**config.mk**
```make
export PLATFORM = sky130hd
export DESIGN_NAME = sram_arbiter
export DESIGN_NICKNAME = d
export VERILOG_FILES = /design/src/rtl/slc3_mem_pkg.sv /design/src/rtl/mem_wait_timer.sv /design/src/rtl/sram_arbiter.sv
export SDC_FILE = /design/constraint.sdc
export NUM_CORES = 1
export LEC_CHECK = 0
export ABC_AREA = 0
export ABC_CLOCK_PERIOD_IN_PS = 1700
export CAP_MARGIN = 25
export CORE_MARGIN = 2
export CORE_UTILIZATION = 38
export CTS_BUF_LIST = sky130_fd_sc_hd__clkbuf_8
export CTS_CLUSTER_SIZE = 8
export DETAILED_ROUTE_END_ITERATION = 10
export PLACE_DENSITY_LB_ADDON = 0.08
export RECOVER_POWER = 50
export SLEW_MARGIN = 0
export SYNTH_ARGS = -nofsm -noshare
export SYNTH_HDL_FRONTEND = slang
export SYNTH_SLANG_ARGS = --single-unit
```
**constraint.sdc**
```tcl
create_clock -name Clk -period 1.7 [get_ports Clk]
set_input_delay 0.17 -clock Clk [delete_from_list [all_inputs] [get_ports Clk]]
set_output_delay 0.17 -clock Clk [all_outputs]
set_load 0.1 [all_outputs]
```
**src/rtl/slc3_mem_pkg.sv**
```systemverilog
// Shared types and defaults for the SLC-3 memory path: arbiter states,
// requester identity and the default SRAM wait-state count.
package slc3_mem_pkg;

  typedef enum logic [1:0] {IDLE, ACCESS, ACK} arb_state_t;

  typedef enum logic {OWN_CPU, OWN_DMA} owner_t;

  localparam int unsigned DEFAULT_WAIT_CYCLES = 2;

endpackage

```
**src/rtl/mem_wait_timer.sv**
```systemverilog
// Loadable 4-bit down-counter that times SRAM wait states; it stops at zero
// and flags it so the sequencer knows when the access window closes.
module mem_wait_timer (
  input  logic       Clk,
  input  logic       Reset,
  input  logic       load,
  input  logic       en,
  input  logic [3:0] load_val,
  output logic       zero
);

  logic [3:0] cnt;

  // NOTE: sequential state is written with <= so every register samples
  // the pre-edge values of its neighbours, independent of process order.
  always_ff @(posedge Clk) begin
    if (Reset) begin
      cnt <= 4'd0;
    end else if (load) begin
      cnt <= load_val;
    end else if (en && cnt != 4'd0) begin
      cnt <= cnt - 4'd1;
    end
  end

  assign zero = (cnt == 4'd0);

endmodule

```
**src/rtl/sram_arbiter.sv**
```systemverilog
// Shares one SRAM between the CPU memory path and the DMA/loader: round-robin
// arbitration, a fixed wait-state access window and a one-cycle acknowledge.
module sram_arbiter
  import slc3_mem_pkg::*;
#(
  parameter int unsigned WAIT_CYCLES = DEFAULT_WAIT_CYCLES,
  parameter int unsigned ADDR_W      = 16,
  parameter int unsigned DATA_W      = 16
) (
  input  logic              Clk,
  input  logic              Reset,
  input  logic              cpu_req,
  input  logic              cpu_we,
  input  logic [ADDR_W-1:0] cpu_addr,
  input  logic [DATA_W-1:0] cpu_wdata,
  output logic [DATA_W-1:0] cpu_rdata,
  output logic              cpu_ack,
  input  logic              dma_req,
  input  logic              dma_we,
  input  logic [ADDR_W-1:0] dma_addr,
  input  logic [DATA_W-1:0] dma_wdata,
  output logic [DATA_W-1:0] dma_rdata,
  output logic              dma_ack,
  output logic [ADDR_W-1:0] sram_addr,
  output logic [DATA_W-1:0] sram_wdata,
  input  logic [DATA_W-1:0] sram_rdata,
  output logic              sram_oe_n,
  output logic              sram_we_n,
  output logic              grant_cpu
);

  localparam logic [3:0] CNT_LOAD = 4'(WAIT_CYCLES - 1);

  arb_state_t        state, next_state;
  owner_t            owner, last_owner, winner;
  logic              we_q;
  logic [DATA_W-1:0] wdata_q;
  logic              any_req;
  logic              cnt_zero;

  assign any_req = cpu_req | dma_req;

  // On a tie the requester that was not served last takes the SRAM.
  always_comb begin
    if (cpu_req && (!dma_req || last_owner == OWN_DMA)) winner = OWN_CPU;
    else                                                 winner = OWN_DMA;
  end

  mem_wait_timer u_timer (
    .Clk      (Clk),
    .Reset    (Reset),
    .load     (state == IDLE && any_req),
    .en       (state == ACCESS),
    .load_val (CNT_LOAD),
    .zero     (cnt_zero)
  );

  always_ff @(posedge Clk) begin
    if (Reset) state <= IDLE;
    else       state <= next_state;
  end

  always_comb begin
    next_state = state;
    case (state)
      IDLE:    if (any_req) next_state = ACCESS;
      ACCESS:  if (cnt_zero) next_state = ACK;
      ACK:     next_state = IDLE;
      default: next_state = IDLE;
    endcase
  end

  // NOTE: every datapath register has a reset value; a reset mid-access must
  // leave clean rdata and a known address, so nothing here is left unreset.
  always_ff @(posedge Clk) begin
    if (Reset) begin
      owner      <= OWN_DMA;
      last_owner <= OWN_DMA;
      we_q       <= 1'b0;
      wdata_q    <= '0;
      sram_addr  <= '0;
      cpu_rdata  <= '0;
      dma_rdata  <= '0;
    end else begin
      case (state)
        IDLE: if (any_req) begin
          owner     <= winner;
          we_q      <= (winner == OWN_CPU) ? cpu_we    : dma_we;
          wdata_q   <= (winner == OWN_CPU) ? cpu_wdata : dma_wdata;
          sram_addr <= (winner == OWN_CPU) ? cpu_addr  : dma_addr;
        end
        ACCESS: if (cnt_zero && !we_q) begin
          if (owner == OWN_CPU) cpu_rdata <= sram_rdata;
          else                  dma_rdata <= sram_rdata;
        end
        ACK:     last_owner <= owner;
        default: ;
      endcase
    end
  end

  // NOTE: all outputs get a default before the case so no path infers a latch.
  always_comb begin
    sram_oe_n  = 1'b1;
    sram_we_n  = 1'b1;
    sram_wdata = '0;
    grant_cpu  = 1'b0;
    cpu_ack    = 1'b0;
    dma_ack    = 1'b0;
    case (state)
      ACCESS: begin
        sram_oe_n = we_q;
        sram_we_n = ~we_q;
        if (we_q) sram_wdata = wdata_q;
        grant_cpu = (owner == OWN_CPU);
      end
      ACK: begin
        grant_cpu = (owner == OWN_CPU);
        cpu_ack   = (owner == OWN_CPU);
        dma_ack   = (owner == OWN_DMA);
      end
      default: ;
    endcase
  end

endmodule

```
# Yosys cells after proc, flatten, opt, wreduce, memory -nomap -nowiden
# Index checks and enable logic that the tools add are counted.
# classes
add_sub_neg	1
n_eq_ne	4
muxes	16
n_bitwise	3
reduce_logical	17
# op_table
op	count
$mux 16	4
$mux 1	9
$reduce_and 3->1	2
$logic_and 1x1->1	4
$logic_not 4->1	1
$mux 2	2
$ne 2x2->1 const B	2
$pmux 2 s2	1
$reduce_and 2->1	2
$reduce_bool 4->1	1
$reduce_or 2->1	2
$sub 4x1->4 const B	1
$eq 2x1->1 const B	1
$eq 2x2->1 const B	1
$logic_not 1->1	2
$logic_not 2->1	1
$not 1->1	2
$reduce_bool 2->1	1
$logic_or 1x1->1	1
$or 1x1->1	1
# totals
ff_bits	73
input_bits	86
elab_cells	51

# Logic depth before layout (Yosys ltp)
# Gate-level depths: netlist (run 1).
# depth
ltp_word	4
depth_mapped	7

# Hierarchy
# Synthesis (run 1) repeated with hierarchy kept, for this count alone.
# unflattened
cells_unflattened	416
area_unflattened_um2	3500.9
# by_module_without_submodules
mod	n_inst	cells_each	area_per_inst_um2
sram_arbiter	1	387	3238.1
mem_wait_timer	1	29	262.8

# Least setup slack after synthesis (run 1)
# Ideal clock, no wire load.
# synth_timing
path_type	register to output
start	register state[0]
end	output grant_cpu
arrival_ps	1995
required_time_ps	1530
path_slack_ps	-465
stages_incl_launch_ff	4
path_cell_list	dfxtp_1 > inv_1 > ha_1 > nor2b_1
# synth_via
elab_chain_len	3
# synth_lines
item	line_no	text
from (decl)	sram_arbiter.sv:34	arb_state_t state, next_state;
from (signal assigned)	sram_arbiter.sv:60	else state <= next_state;
$eq 2x2->1 / $eq 2x1->1 (equally long branches)	sram_arbiter.sv:110	case (state)
$reduce_or 2->1 (no source line) *	--	
$mux 1 *	--	
to (decl)	sram_arbiter.sv:29	output logic grant_cpu
# Mark *: on every way between the ends. The rest lies on a longest branch, timed or not.

# Worst setup path in the final report (run 1)
# layout_timing
start	register state[1]
end	output sram_oe_n
# layout_via
elab_chain_len	2
# layout_lines
item	line_no	text
$eq 2x1->1	sram_arbiter.sv:110	
$mux 1	sram_arbiter.sv:110	
to (decl)	sram_arbiter.sv:27	output logic sram_oe_n,
# No other way between the ends.

==> run metrics, run 1 <==
cells taking the most area after synthesis dfxtp_1 45%, a221o_1 10%, nor3b_1 7.9%; clock-pin slew on the worst setup and hold paths about 0.080 ns; endpoints failing setup 0; first-pass GRT wire length between 10 and 15 mm; Cell Rows 33; Synth top area share 45.08%; Leak Pwr 2.136 nW; Pwr Total 5.661 mW; CP arrival 1.50 ns; initial antenna violation count 0; clock sinks 73; gpl congestion 0.7788; Vias 3155; DIE HEIGHT between 90 and 100 um; post-route setup slack roughly 0.033 ns; # diodes 0; port bufs 154; WL/cell 15.95 um; vias in the first global route a little over 3000; sequential area share after synthesis 45.08%; flop-to-flop setup slack 0.05 ns; total CTS buffers 9; fin. max-slew vios 0; most common library cell in the layout ignoring fill and taps clkdlybuf4s50_1; routed vias/inst 5.294; Max FO, Critical Path 18; syn_nets 426; Core Area 8258 um^2; Fin. Hold Viols 0; Clock Power Share 24.0%; number of I/O pins 155; TritonRoute pass-1 iters 4; Switching Power 2.289 mW; die area 9286 um^2; Worst R2R Start u_timer.cnt[0]$_SDFFE_PP0P_; cell area after synthesis roughly 3200 um^2; largest net degree at the start of global routing 35; f_max 599.8 MHz; worst slack, placed -0.05714 ns; worst slew pin tran 0.5555 ns; latest clock arrival within the worst-skew pair 0.35 ns; Final Core Density 62.45%; post-CTS setup buffers 0; slew margin rel. a little over three fifths; Starting Density between 30% and 40%; CP required 1.53 ns; Main synth FF type dfxtp_1; Area Growth Syn to Fin 59.09%; Critical Path, Cell by Cell inv_2 -> ha_4 -> nor2b_4 -> buf_12 -> clkinvlp_4 -> buf_12; final WL 9.507 mm; Period Utilization, post-route 98.08%; YS warnings 0; outcome complete, no violations; post-synthesis cell type count 36; commonest non-fill, non-tap cells in the layout 84 x clkdlybuf4s50_1, 71 x dfxtp_1, 48 x clkbuf_2; hold slack 0.3307 ns; setup repair after global routing missed its margin yes; FF-to-FF End state[1]$_SDFFE_PP0P_; register bit total from synthesis 73; Post-synth ARST share 0%; DP HPWL 7.024 mm; Final Instance Area 5157 um^2; Crit path max-delay family buffers and inverters; Hold Path Class primary input to flop; DRT iter0 DRCs 92; worst hold endpoint cpu_rdata[15]$_SDFFE_PP0P_; share of power burned in combinational logic approximately 41%; Avg Cell Area, Syn 9.648 um^2; Tmin final 1.667 ns; Clock Tree Root clkbuf_8; EDFF count, synth 0; post-route ant nets 0; worst-case clock skew 0.01369 ns; Setup crit end kind primary output; min-delay src Reset; slowest CP cell dfxtp_2; crit start category flop; Setup CP Type flop to primary output; clk buf depth 2; Tot GR Track Use 20.55%; Die Wd 96.37 um; fraction of layout cells with a size suffix above 1 27.90%; CTS tree yes; pwr/cell area 1098 nW/um^2; Top cell by count, worst path buf_12; Hold Crit Depth 3; largest stage delay on the critical path ~0.33 ns; biggest area consumer among synthesized cells dfxtp_1; cells after synthesis 336; dpl cell area 5066 um^2; register share of total power 35.5%; # hold bufs at CTS 0; Net Sw Frac about two fifths; FF-to-FF path depth 6; VDD IR max 0.0006387 V; fin nets approximately 580; internal power around 3.4 mW; Overflow after GRT 0; CTS H-tree lvls 3; Crit path buffers/inverters 4; max_cap viols 0; DR DRC count 0
## repair_timing
| item | 4_1_cts | 5_1_grt |
|---|---|---|
| endpoints found under the setup margin | 18 | 63 |
| endpoints found under the hold margin | 0 | 0 |
| gates resized for setup | 7 | 10 |
## worst reg2reg max path, stage by stage (launching register included)
cell and delay [ns]:
dfxtp_1 0.32, inv_1 0.08, ha_1 0.22, or3b_4 0.44, buf_4 0.19, a21oi_1 0.15
o221a_2 0.20
## power by group through the flow
stage	logic, mW	registers [mW]	clock network (mW)
2_1_floorplan	0.860	2.80	0
3_3_place_gp	2.34	2.03	0
3_5_place_dp	2.37	2.04	0
4_1_cts	2.39	2.01	1.39
5_1_grt	2.42	2.04	1.44
6_report	2.30	2.01	1.36
## routing by layer
layer	wire (um)	track usage, %
met1	4024	24.23
met3	743	5.638
met4	87	7.277
met5	0	0
met2	4651	35.71
## registers in the layout, indices dropped and copies added (netlist names), 2 cells and up
signal	flops
cpu_rdata	16
dma_rdata	16
sram_addr	16
wdata_q	16
u_timer.cnt	4
state	2
## worst max path at each step
stage	startpoint	cells after the start	end	slack (ns)
3_3_place_gp	dma_req	5	u_timer.cnt[1]$_SDFFE_PP0P_	-0.004
3_5_place_dp	dma_req	5	u_timer.cnt[1]$_SDFFE_PP0P_	-0.06
6_report	state[1]$_SDFFE_PP0P_	6	sram_oe_n	0.03
5_1_grt	state[1]$_SDFFE_PP0P_	6	sram_oe_n	-0.04
4_1_cts	state[1]$_SDFFE_PP0P_	6	sram_oe_n	-0.02
2_1_floorplan	state[1]$_SDFFE_PP0P_	6	sram_oe_n	0.05
## through the flow
stage                      TNS (ns)  std cells
after global routing        -0.1669        596
final                             0        596
after global placement    -0.003856        580
after floorplan                   0        336
after CTS                  -0.01730        596
after detailed placement   -0.05714        580
## synthesized netlist by cell type (all sizes together), types with 4 or more instances
master,number
buf,19
o21ai,16
and3,19
inv,6
a221o,33
dfxtp,73
clkbuf,16
mux2i,16
nand4b,17
ha,4
nor3b,35
nand2,36
a21oi,22
## area by class of cell
type | count | area (um^2)
Fill cell | 739 | 3100
Timing Repair Buffer | 174 | 1697
Multi-Input combinational cell | 221 | 1639
Sequential cell | 73 | 1464
Clock buffer | 10 | 137.6
Tap cell | 105 | 131.4
Clock inverter | 6 | 58.81
Inverter | 7 | 30.03
## cells by family (layout without fill, tap and decap cells)
logic type | after synthesis | count (layout) | share of synthesized area [%]
and+or+nand+nor | 122 | 122 | 24.20
AOI/OAI and AO/OA | 79 | 79 | 18.33
DFF | 73 | 73 | 45.08
buffers and inverters | 42 | 197 | 5.905
muxes | 16 | 16 | 4.940
adders and majority gates | 4 | 4 | 1.544
No activity file was read; power rests on OpenSTA's default activity.
==> run 2, diff against run 1 <==
--- a/config.mk
+++ b/config.mk
@@ -9,13 +9,15 @@
 export ABC_CLOCK_PERIOD_IN_PS = 1700
 export CAP_MARGIN = 25
 export CORE_MARGIN = 2
-export CORE_UTILIZATION = 38
+export CORE_UTILIZATION = 39
 export CTS_BUF_LIST = sky130_fd_sc_hd__clkbuf_8
 export CTS_CLUSTER_SIZE = 8
 export DETAILED_ROUTE_END_ITERATION = 10
 export PLACE_DENSITY_LB_ADDON = 0.08
 export RECOVER_POWER = 50
+export SKIP_LAST_GASP = 1
 export SLEW_MARGIN = 0
 export SYNTH_ARGS = -nofsm -noshare
 export SYNTH_HDL_FRONTEND = slang
+export SYNTH_HIERARCHICAL = 1
 export SYNTH_SLANG_ARGS = --single-unit
==> run metrics, run 2 <==
biggest area consumer among synthesized cells dfxtp_1; worst slew pin tran 0.5635 ns (+0.007957 ns); die area 9751 um^2 (+5.0%); DIE HEIGHT 98.75 um (+2.5%); Setup CP Type flop to flop; Clock Tree Root clkbuf_8; fraction of layout cells with a size suffix above 1 31.50% (+3.6 points); cells taking the most area after synthesis dfxtp_1 42%, a311oi_2 8.6%, nand2_1 7.3%; # diodes 0 (unchanged); setup repair after global routing missed its margin yes; Core Area 8721 um^2 (+5.6%); latest clock arrival within the worst-skew pair 0.36 ns (about the same); gpl congestion 0.7843 (+0.71%); Tmin final 1.685 ns (+0.01786 ns); GR Layer Usage met2 33.11% (-2.6 points); post-synthesis cell type count 39 (+8.3%); Die Wd 98.75 um (+2.5%); EDFF count, synth 0 (unchanged); f_max 593.4 MHz (-1.1%); CP arrival 1.98 ns (+0.48 ns); cells after synthesis 416 (+24%); Avg Cell Area, Syn 8.416 um^2 (-13%); max_cap viols 0 (unchanged); clock sinks 73 (unchanged); total CTS buffers 9 (unchanged); commonest non-fill, non-tap cells in the layout 84 x clkdlybuf4s50_1, 69 x dfxtp_1, 63 x nand2_1; most common library cell in the layout ignoring fill and taps clkdlybuf4s50_1; sequential area share after synthesis 41.74% (-3.3 points); grt peak-use layer met2; first-pass GRT wire length 16.32 mm (+11%); port bufs 154 (unchanged); post-route ant nets 0 (unchanged); slew margin rel. 62.60% (-0.53 points); Fin. Hold Viols 0 (unchanged); Period Utilization, post-route 99.13% (+1.1 points); TritonRoute pass-1 iters 4 (unchanged); initial antenna violation count 0 (unchanged); pwr/cell area 1422 nW/um^2 (+30%); CTS tree yes; clk buf depth 2 (unchanged); Setup crit end kind flop; DR DRC count 0 (unchanged); Setup TNS Final 0 ns (unchanged); largest net degree at the start of global routing 34 (-2.9%); cell area after synthesis 3501 um^2 (+8.0%); Main synth FF type dfxtp_1; worst-case clock skew 0.01562 ns (+0.001929 ns); endpoints failing setup 0 (unchanged); met1 Track Usage GR 25.73% (+1.5 points); met3 usage 6.241% (+0.60 points); Max FO, Critical Path 5 (-13); CP required 2.00 ns (+0.47 ns); register bit total from synthesis 73 (unchanged); Leak Pwr 2.173 nW (+1.7%); Vias 3588 (+14%); CTS H-tree lvls 3 (unchanged); Final Instance Area 5610 um^2 (+8.8%); vias in the first global route 3356 (+7.8%); clock-pin slew on the worst setup and hold paths 0.09 ns (about the same); flop-to-flop setup slack 0.01 ns (-0.04 ns); WL/cell 15.29 um (-4.1%); top-count cell post-synth dfxtp_1; Hold Path Class primary input to flop; number of I/O pins 155 (unchanged); Starting Density 40.14% (+0.89 points); VDD IR max 0.0007988 V (+25%); Area Growth Syn to Fin 60.26%; crit start category flop; DP HPWL 7.540 mm (+7.3%); DRT iter0 DRCs 96 (+4.3%); fin. max-slew vios 0 (unchanged); Cell Rows 34 (+3.0%); synth cell count leaders 73 x dfxtp_1, 68 x nand2_1, 42 x nor2_1, 34 x nand3_1, 33 x a21oi_1; final WL 10.54 mm (+11%); Final Core Density 64.33% (+1.9 points); Post-synth ARST share 0% (unchanged); routed vias/inst 5.208 (-1.6%); Overflow after GRT 0 (unchanged); outcome complete, no violations; fin nets 667 (+16%); Tot GR Track Use 20.61% (+0.060 points); Synth top area share 41.74% (-3.3 points); YS warnings 6 (+6); dpl cell area 5371 um^2 (+6.0%)
## run 2: cell count changes after synthesis, sizes merged, moves of 4 or more
cell,previous run,this run
nor3b,35,1
a21oi,22,33
buf,19,27
mux2i,16,2
a221o,33,0
a311oi,1,35
nand4b,17,2
clkbuf,16,12
nor2,3,42
nand3,1,34
o21ai,16,34
nand2,36,68
## run 2: final cells by class
type	count	area, um^2
clock buffers	9	123.9
clock inverters	7	66.31
fillers	759	3110
inverters	8	35.03
multi-input cells	298	1908
flip-flops and latches	73	1466
well taps	108	135.1
repair buffers	186	1876
## run 2: worst paths after layout
path                                                   from                          end  cells after the start
worst min-delay path                                  Reset  u_timer/cnt[2]$_SDFFE_PP0P_                      2
worst min register to register    cpu_rdata[1]$_SDFFE_PP0P_    cpu_rdata[1]$_SDFFE_PP0P_                      2
worst max-delay path            u_timer/cnt[1]$_SDFFE_PP0P_   dma_rdata[14]$_SDFFE_PP0P_                      8
worst max register to register  u_timer/cnt[1]$_SDFFE_PP0P_   dma_rdata[14]$_SDFFE_PP0P_                      8
## run 2: logic make-up (layout without fill, tap and decap cells)
kind of cell    Yosys count  count (layout)  synth area share [%]
compound gates          109             109                 24.30
fa+ha+maj                 5               5                 1.787
other cells               2               4                0.2145
simple gates            178             178                 23.77
mux                       2               2                0.5719
flops                    73              73                 41.74
buf+inv                  47             210                 7.612
## run 2: where the power goes
part / leakage (nW) / switching, mW / total [mW] / internal [mW]
clock network: 0.0991 / 0.764 / 1.34 / 0.574
logic: 1.47 / 2.90 / 4.33 / 1.43
registers: 0.600 / 0.231 / 2.31 / 2.08
total: 2.17 / 3.90 / 7.98 / 4.08
## run 2: per-layer routing
metal	up-vias	wire, um
met5	-	0
met4	0	229
met3	21	767
met2	126	5216
met1	1655	4325
li1	1786	-
## run 2: stage by stage
stage | setup slack [ns] | power (mW) | hold WS, ns | instances
after floorplan | -0.06659 | 5.378 | 0.2421 | 418
after CTS | -0.01761 | 7.950 | 0.1806 | 681
after global placement | 0.06376 | 6.513 | 0.4416 | 665
after global routing | -0.04902 | 8.376 | 0.2101 | 689
final | 0.01481 | 7.980 | 0.1905 | 689
after detailed placement | 0.01695 | 6.579 | 0.4467 | 665
## run 2: timing repair
item	4_1_cts	5_1_grt
cloned	0	2
buffers inserted	0	6
hold buffers	0	0
gates resized for setup	5	28
pin swaps	0	9
endpoints found under the setup margin	16	45
## run 2: critical path, stage by stage, from the launching register on
cell     delay, ns
dfxtp_2       0.35
inv_4         0.07
ha_4          0.13
or3b_4        0.39
inv_4         0.07
and4b_2       0.28
buf_6         0.13
nand2_1       0.06
a21oi_2       0.13
==> run 3, diff against run 2 <==
--- a/config.mk
+++ b/config.mk
@@ -6,7 +6,7 @@
 export NUM_CORES = 1
 export LEC_CHECK = 0
 export ABC_AREA = 0
-export ABC_CLOCK_PERIOD_IN_PS = 1700
+export ABC_CLOCK_PERIOD_IN_PS = 1350
 export CAP_MARGIN = 25
 export CORE_MARGIN = 2
 export CORE_UTILIZATION = 39
==> constraint.sdc (replaced) <==
create_clock -name Clk -period 1.35 [get_ports Clk]
set_input_delay 0.135 -clock Clk [delete_from_list [all_inputs] [get_ports Clk]]
set_output_delay 0.135 -clock Clk [all_outputs]
set_load 0.1 [all_outputs]
==> run metrics, run 3 (synthesis gave the netlist of run 2 again) <==
setup repair after global routing missed its margin yes; min-delay src Reset; clock sinks 73 (unchanged); Pwr Total 13.51 mW (+69%); flop-to-flop setup slack -0.44 ns (-0.46 ns); fin. max-slew vios 0 (unchanged); Die Wd 98.75 um (unchanged); DRT iter0 DRCs 232 (+140%); Reg area 1488 um^2 (+1.5%); worst-case clock skew 0.009983 ns (-0.005633 ns); outcome complete, but fails checks; Overflow after GRT 0 (unchanged); Setup TNS Final -26.16 ns (-26.16 ns); largest net degree at the start of global routing 33 (-2.9%); CP arrival 2.03 ns (+0.05 ns); Hold Path Class primary input to flop; CP required 1.59 ns (-0.41 ns); crit start category flop; Setup crit end kind flop; routed vias/inst 5.761 (+11%); TritonRoute pass-1 iters 5 (+1); fraction of layout cells with a size suffix above 1 49.20% (+18 points); f_max 557.9 MHz (-6.0%); Setup CP Type flop to flop; FF-to-FF path depth 7 (-1); clk buf depth 2 (unchanged); latest clock arrival within the worst-skew pair 0.37 ns (about the same); Fin. Hold Viols 0 (unchanged); fin nets 714 (+7.0%); DIE HEIGHT 98.75 um (unchanged); final WL 15.50 mm (+47%); DR DRC count 0 (unchanged); worst hold endpoint wdata_q[0]$_SDFFE_PP0P_; Tot GR Track Use 29.06% (+8.4 points); gpl congestion 0.8026 (+2.3%); Leak Pwr 2.677 nW (+23%); Max FO, Critical Path 4 (-1); total CTS buffers 9 (unchanged); vias in the first global route 4342 (+29%); post-route ant nets 0 (unchanged); clock-pin slew on the worst setup and hold paths 0.08 ns (about the same); Worst R2R Start u_timer/cnt[0]$_SDFFE_PP0P_; WL/cell 21.06 um (+38%); Starting Density 40.14% (unchanged); Tmin final 1.792 ns (+0.1071 ns); Core Area 8721 um^2 (unchanged); number of I/O pins 155 (unchanged); # hold bufs at CTS 0 (unchanged); first-pass GRT wire length 22.46 mm (+38%); Period Utilization, post-route 132.8% (+34 points); Cell Rows 34 (unchanged); Clock Tree Root clkbuf_8; Hold Crit Depth 2 (unchanged); commonest non-fill, non-tap cells in the layout 84 x clkdlybuf4s50_1, 56 x buf_12, 55 x nand2_1; Multi-input gate area 2281 um^2 (+20%); Area Growth Syn to Fin 101.7%; FF-to-FF End u_timer/cnt[0]$_SDFFE_PP0P_; VDD IR max 0.001503 V (+88%); die area 9751 um^2 (unchanged); post-route setup slack -0.4423 ns (-0.4571 ns); failing checks setup timing; worst slack, placed -0.3486 ns (-0.3656 ns); port bufs 154 (unchanged); Vias 4240 (+18%); initial antenna violation count 0 (unchanged); max_cap viols 0 (unchanged); endpoints failing setup 93 (+93); # diodes 0 (unchanged); DP HPWL 8.201 mm (+8.8%); pwr/cell area 1913 nW/um^2 (+34%); CTS H-tree lvls 3 (unchanged); FILL cells 474 (-38%); CTS tree yes; most common library cell in the layout ignoring fill and taps clkdlybuf4s50_1
[run 3: cell types whose count changed in the layout (fill, tap and decap cells not counted), moves of 14 or more]
| cell | change |
|---|---|
| nor2_2 | +14 |
| clkbuf_4 | +21 |
| clkbuf_2 | -48 |
| buf_6 | +18 |
| dfxtp_2 | +17 |
| nor2_1 | -23 |
| dfxtp_1 | -17 |
| buf_4 | +19 |
| buf_12 | +27 |
| a311oi_1 | -14 |
[run 3: worst max path at each step]
stage / from / end / slack [ns] / cells past startpoint
final: u_timer/cnt[0]$_SDFFE_PP0P_ / u_timer/cnt[0]$_SDFFE_PP0P_ / -0.44 / 7
after global routing: u_timer/cnt[0]$_SDFFE_PP0P_ / u_timer/cnt[0]$_SDFFE_PP0P_ / -0.53 / 7
after CTS: u_timer/cnt[0]$_SDFFE_PP0P_ / cpu_rdata[9]$_SDFFE_PP0P_ / -0.32 / 8
after detailed placement: cpu_req / sram_addr[15]$_SDFFE_PP0P_ / -0.35 / 4
after global placement: u_timer/cnt[1]$_SDFFE_PP0P_ / dma_rdata[2]$_SDFFE_PP0P_ / -0.24 / 8
after floorplan: u_timer/cnt[1]$_SDFFE_PP0P_ / dma_rdata[11]$_SDFFE_PP0P_ / -0.37 / 8
[run 3: stage by stage]
stage	util (%)	hold slack [ns]	instances	area (um^2)
2_1_floorplan	-	0.2071	418	3662
3_3_place_gp	70.33	0.4773	681	6133
3_5_place_dp	70.33	0.4807	681	6133
4_1_cts	81.48	0.2286	730	7106
5_1_grt	80.96	0.2885	736	7061
6_report	80.96	0.2801	736	7061
[run 3: cell type report]
class | instances | area share [%]
Clock buffer | 11 | 2.144
Clock inverter | 5 | 1.116
Inverter | 8 | 0.5671
Multi-Input combinational cell | 298 | 32.31
Sequential cell | 73 | 21.07
Tap cell | 108 | 1.914
Timing Repair Buffer | 233 | 40.88
[run 3: per-layer routing]
metal  wire length (um)  GRT usage [%]  vias to the layer above
met4                465          12.64                        0
met3               1105          5.957                       46
met2               7934          51.98                      235
li1                   -              -                     1893
met1               5995          33.36                     2066
met5                  0              0                        -
[run 3: power by group]
group          internal (mW)  switching, mW  total (mW)
registers               2.65          0.426        3.08
logic                   3.65           4.77        8.42
clock network           1.14          0.877        2.01
total                   7.44           6.07        13.5
[run 3: critical path: stages (launching register included)]
cell	delay (ns)
dfxtp_2	0.34
inv_2	0.08
ha_4	0.13
or3b_4	0.39
buf_4	0.15
buf_6	0.12
a21o_1	0.15
a311oi_1	0.32
[run 3: what timing repair did]
action                                 4_1_cts  5_1_grt
cloned                                      10        0
buffers inserted                            23       12
endpoints found under the hold margin        0        0
gates resized for setup                     80       68
setup endpoints to repair                   91       93
pin swaps                                   34       37
